<file path="config.mk">
export PLATFORM = sky130hd
export DESIGN_NAME = dmem_arbiter
export DESIGN_NICKNAME = d
export VERILOG_FILES = /design/src/rtl/dmem_arbiter.sv
export SDC_FILE = /design/constraint.sdc
export NUM_CORES = 1
export LEC_CHECK = 0
export CORE_AREA = 2 2 117 119
export DETAILED_ROUTE_END_ITERATION = 7
export DIE_AREA = 0 0 119 121
export PLACE_DENSITY = 0.81
export SKIP_CTS_REPAIR_TIMING = 1
export SLEW_MARGIN = 10
export SYNTH_ARGS = -nofsm -noshare
export SYNTH_HDL_FRONTEND = slang
export SYNTH_SLANG_ARGS = --single-unit
</file>
<file path="constraint.sdc">
create_clock -name clk -period 9.5 [get_ports clk]
set_clock_uncertainty 0.05 [all_clocks]
set_input_delay 1.9 -clock clk [delete_from_list [all_inputs] [get_ports clk]]
set_output_delay 1.9 -clock clk [all_outputs]
set_load 0.01 [all_outputs]
</file>
<file path="src/rtl/dmem_arbiter.sv">
// Round-robin arbiter sharing one data memory between the core (port C) and the
// debug/loader port (D); one access in flight, reads hold the memory until data returns.
module dmem_arbiter #(
  parameter int unsigned AW          = 32,
  parameter int unsigned DW          = 32,
  parameter int unsigned DEPTH_WORDS = 256,
  parameter int unsigned RD_LAT      = 1
) (
  input  logic          clk,
  input  logic          rst,
  input  logic          c_req,
  input  logic          c_we,
  input  logic [AW-1:0] c_addr,
  input  logic [DW-1:0] c_wdata,
  output logic          c_ready,
  output logic          c_rvalid,
  output logic [DW-1:0] c_rdata,
  output logic          c_err,
  input  logic          d_req,
  input  logic          d_we,
  input  logic [AW-1:0] d_addr,
  input  logic [DW-1:0] d_wdata,
  output logic          d_ready,
  output logic          d_rvalid,
  output logic [DW-1:0] d_rdata,
  output logic          d_err,
  output logic          mem_rd,
  output logic          mem_wr,
  output logic [AW-1:0] mem_addr,
  output logic [DW-1:0] mem_wdata,
  input  logic [DW-1:0] mem_rdata,
  output logic          busy
);

  localparam int unsigned AWX = AW + 1;
  localparam int unsigned CW  = 3;
  localparam logic [AWX-1:0] ADDR_LIMIT = AWX'(DEPTH_WORDS * 4);

  typedef enum logic {
    ST_IDLE  = 1'b0,
    ST_RWAIT = 1'b1
  } state_e;

  state_e          state_q;
  logic            last_g_q;   // 0 = C, 1 = D
  logic [CW-1:0]   cnt_q;
  logic [AW-1:0]   raddr_q;
  logic            owner_q;
  logic            c_rvalid_q;
  logic            d_rvalid_q;
  logic            c_err_q;
  logic            d_err_q;
  logic [DW-1:0]   c_rdata_q;
  logic [DW-1:0]   d_rdata_q;

  logic            idle;
  logic            rwait;
  logic            gnt_c;
  logic            gnt_d;
  logic            gnt_any;
  logic            sel_we;
  logic [AW-1:0]   sel_addr;
  logic [DW-1:0]   sel_wdata;
  logic            sel_legal;
  logic            do_wr;
  logic            do_rd;

  assign idle  = (state_q == ST_IDLE) && !rst;
  assign rwait = (state_q == ST_RWAIT) && !rst;

  // Grant: single requester wins; on a tie the port that did not win last time.
  always_comb begin
    gnt_c = 1'b0;
    gnt_d = 1'b0;
    if (idle) begin
      if (c_req && d_req) begin
        gnt_c = last_g_q;
        gnt_d = !last_g_q;
      end else begin
        gnt_c = c_req;
        gnt_d = d_req;
      end
    end
  end

  assign gnt_any   = gnt_c || gnt_d;
  assign sel_we    = gnt_d ? d_we    : c_we;
  assign sel_addr  = gnt_d ? d_addr  : c_addr;
  assign sel_wdata = gnt_d ? d_wdata : c_wdata;
  assign sel_legal = (sel_addr[1:0] == 2'b00) && ({1'b0, sel_addr} < ADDR_LIMIT);
  assign do_wr     = gnt_any && sel_we && sel_legal;
  assign do_rd     = gnt_any && !sel_we && sel_legal;

  // Memory interface is driven only by an accepted legal access or a read in flight.
  always_comb begin
    mem_wr    = do_wr;
    mem_rd    = do_rd || rwait;
    mem_addr  = '0;
    mem_wdata = '0;
    if (rwait) begin
      mem_addr = raddr_q;
    end else if (do_rd || do_wr) begin
      mem_addr = sel_addr;
    end
    if (do_wr) begin
      mem_wdata = sel_wdata;
    end
  end

  assign c_ready  = gnt_c;
  assign d_ready  = gnt_d;
  assign busy     = (state_q == ST_RWAIT);
  assign c_rvalid = c_rvalid_q;
  assign d_rvalid = d_rvalid_q;
  assign c_err    = c_err_q;
  assign d_err    = d_err_q;
  assign c_rdata  = c_rdata_q;
  assign d_rdata  = d_rdata_q;

  always_ff @(posedge clk or posedge rst) begin
    if (rst) begin
      state_q    <= ST_IDLE;
      last_g_q   <= 1'b1;
      cnt_q      <= '0;
      raddr_q    <= '0;
      owner_q    <= 1'b0;
      c_rvalid_q <= 1'b0;
      d_rvalid_q <= 1'b0;
      c_err_q    <= 1'b0;
      d_err_q    <= 1'b0;
      c_rdata_q  <= '0;
      d_rdata_q  <= '0;
    end else begin
      c_rvalid_q <= 1'b0;
      d_rvalid_q <= 1'b0;
      c_err_q    <= 1'b0;
      d_err_q    <= 1'b0;
      if (state_q == ST_IDLE) begin
        if (gnt_any) begin
          last_g_q <= gnt_d;
          if (!sel_legal) begin
            // Rejected access: error pulse, and a zero result for a load.
            if (gnt_d) begin
              d_err_q <= 1'b1;
              if (!sel_we) begin
                d_rvalid_q <= 1'b1;
                d_rdata_q  <= '0;
              end
            end else begin
              c_err_q <= 1'b1;
              if (!sel_we) begin
                c_rvalid_q <= 1'b1;
                c_rdata_q  <= '0;
              end
            end
          end else if (!sel_we) begin
            raddr_q <= sel_addr;
            owner_q <= gnt_d;
            cnt_q   <= CW'(RD_LAT);
            state_q <= ST_RWAIT;
          end
        end
      end else begin
        cnt_q <= cnt_q - CW'(1);
        // Last wait cycle: memory data is valid now.
        if (cnt_q == CW'(1)) begin
          state_q <= ST_IDLE;
          if (owner_q) begin
            d_rvalid_q <= 1'b1;
            d_rdata_q  <= mem_rdata;
          end else begin
            c_rvalid_q <= 1'b1;
            c_rdata_q  <= mem_rdata;
          end
        end
      end
    end
  end

endmodule

</file>
==> results.cfg <==
[floorplanning]
die_x_um = 119
die_y_um = 121
die_area_sq_mm = 0.01440
ioPinCount = 303
num_rows = 42
start_util = 0.3707
coreArea_sq_mm = 0.01309

[logic_synthesis]
synth_top_family_by_area = compound AO/OA/AOI/OAI gates
async_flop_share = 1.000
synth_compound_area_frac = 0.1852
synth_cell_types = 41
yosysWarnings = 0
postSynthNetCount = 626
syn_inst = 458
ys_dominant_reg_cell = dfrtp_1
synth-xor-area-share = 0.001806
synth.avg_cell_area_sq_um = 10.59
synth_edf_count = 0
synth-seq-area-share = 0.5471
syn_area_sq_mm = 0.004851
synth_fa_ha_area_frac = 0.005159
synth.area.mux_share = 0.03534
ys_ff_latch = 106
yosys.area_share.simple = 0.1728

[cts]
cts_max_level = 3
clk_pin_slew_ps = 70
cts_buffer_depth = 2
ctsRootBufferMaster = clkbuf_16
numCtsBuffers = 9
clock_latency_ps = 350
cts_tree = built
cts_num_sinks = 106

[grt]
grtUsageTotal = 0.2655
overflow = 0
grt_start_max_net_pins = 76
antenna_found_initial = 0
grt_pass1_vias = 4805
grt_pass1_wl_um = 28690

[place]
dp.cells = 911
dpl_worst_slack_ps = 1777
dp_hpwl_um = 14660
dpl-instance-area_sq_mm = 0.007955
routabilityCongestion = 1.091
numPortBuffers = 302

[sta]
worst_slack_ps = 2029
worstMarginPinSlew_ps = 1125
finalSetupViolations = 0
slew_headroom = 0.2464
finalCriticalPeriod_ps = 7471
rsz0062_at_grt = false
hold_violations = 0
final.period_utilization = 0.7864
fmax_ghz = 0.1339
drv_slew = 0
finalSetupTns_ps = 0

[setup_path]
crit_start = rst
reg2reg_to = owner_q$_DFFE_PP0P_
crit_end = mem_rd
required_ps = 7550
start_kind = input port
end_kind = output pin
r2r_setup_slack_ps = 6120
crit_arrival_ps = 5520
r2r_cells = 7
cp_max_fo = 46
r2r_start = busy$_DFF_PP0_
path_class = input port to output pin

[min_path]
hold_class = flop to flop
whs_path_depth = 1

[final_layout]
fin_area_sq_mm = 0.008298
final_cells = 927
final_nets = 914
final_cell_mix = clkdlybuf4s50_1 (302), dfrtp_1 (105), nand2_1 (77)
area_growth_pct = 71.06
diodes = 0
final_common_cell = clkdlybuf4s50_1
drive_gt1_frac = 0.05193
num-fill-cells = 1025

[job]
drv_cap = 0

[power_and_ir_drop]
max-vdd-ir-drop_mv = 0.1382
leakage_nw = 3.638
power_mw = 1.058
power_density_mw_per_mm2 = 127.5

[route]
wl_per_cell_um = 21.06
ant_nets = 0
drt_pass1_iterations = 7
drt-initial-drc-count = 259
finalWirelength_um = 19530
viasPerCell = 5.087
dr_total_vias = 4716
drc = 0

[outcome]
outcome = finished clean
-- stage by stage --
step / hold WS (ps) / util
floorplan: 394.2 / -
global placement: 410.1 / 0.6080
detailed placement: 414.2 / 0.6080
CTS: 436.5 / 0.6336
global route: 446.7 / 0.6342
finish: 432.3 / 0.6342
-- logic make-up after synthesis --
group | count (synthesis)
adder cells (fa/ha/maj) | 2
AO/OA/AOI/OAI | 121
multiplexers | 17
XOR/XNOR | 1
buffers and inverters | 47
AND/OR/NAND/NOR | 164
flip-flops | 106
-- critical path: stages --
cell and delay [ps]:
clkdlybuf4s50_1 550, or3b_4 470, or2_1 230, buf_4 290, inv_2 550, nor3_1 160
o21a_1 460, or2_2 400, clkdlybuf4s50_1 490
-- cell usage after synthesis, types with 2 or more instances --
cell type / number / area (sq um)
a21oi_1: 35 / 175.2
a22o_1: 64 / 560.5
and2_1: 51 / 319.1
and3_1: 2 / 12.51
and4_1: 2 / 17.52
buf_2: 3 / 15.01
buf_4: 4 / 30.03
buf_6: 8 / 90.09
clkbuf_1: 15 / 56.30
dfrtp_1: 105 / 2628
ha_1: 2 / 25.02
inv_1: 15 / 56.30
mux2i_1: 16 / 160.2
nand2_1: 77 / 289.0
nand4_1: 2 / 12.51
nor2_1: 7 / 26.28
nor3_1: 2 / 10.01
nor4_1: 10 / 62.56
nor4_2: 2 / 25.02
o21a_1: 2 / 15.01
o21ai_0: 11 / 55.05
o21ai_1: 2 / 10.01
or2_2: 2 / 12.51
or4_1: 2 / 15.01
-- report_power, final --
part,leakage (nW),switching (mW),internal [mW]
Combinational,2.07,0.0637,0.101
Clock,0.161,0.176,0.242
Sequential,1.41,0.00945,0.466
Total,3.64,0.249,0.809
-- flip-flops by register name, summed over array words and instances, names as in the netlist --
signal    count
c_rdata      32
d_rdata      32
raddr_q      32
cnt_q         3
busy          1
c_err         1
c_rvalid      1
d_err         1
d_rvalid      1
last_g_q      1
owner_q       1
-- cell type report --
cell class	count	area, sq um	area share
multi-input combinational	305	1958	0.2360
clock buffer	10	239.0	0.02880
tap	176	220.2	0.02654
sequential	106	2654	0.3198
inverter	16	62.56	0.007539
timing repair buffer	308	3068	0.3697
clock inverter	6	96.34	0.01161
-- how the worst min path moves through the flow --
stage / to / startpoint / slack, ps
CTS: raddr_q[16]$_DFFE_PP0P_ / raddr_q[16]$_DFFE_PP0P_ / 440
global placement: raddr_q[10]$_DFFE_PP0P_ / raddr_q[10]$_DFFE_PP0P_ / 410
detailed placement: raddr_q[1]$_DFFE_PP0P_ / raddr_q[1]$_DFFE_PP0P_ / 410
global route: raddr_q[16]$_DFFE_PP0P_ / raddr_q[16]$_DFFE_PP0P_ / 450
floorplan: raddr_q[0]$_DFFE_PP0P_ / raddr_q[0]$_DFFE_PP0P_ / 390
finish: raddr_q[10]$_DFFE_PP0P_ / raddr_q[10]$_DFFE_PP0P_ / 430
-- routing by layer --
| metal | track usage | share of wire |
|---|---|---|
| met4 | 0.1012 | 0.026 |
| met5 | 0 | 0 |
| met3 | 0.06532 | 0.066 |
| met1 | 0.3217 | 0.40 |
| met2 | 0.4573 | 0.51 |
Power figures use the tool's default switching activity.
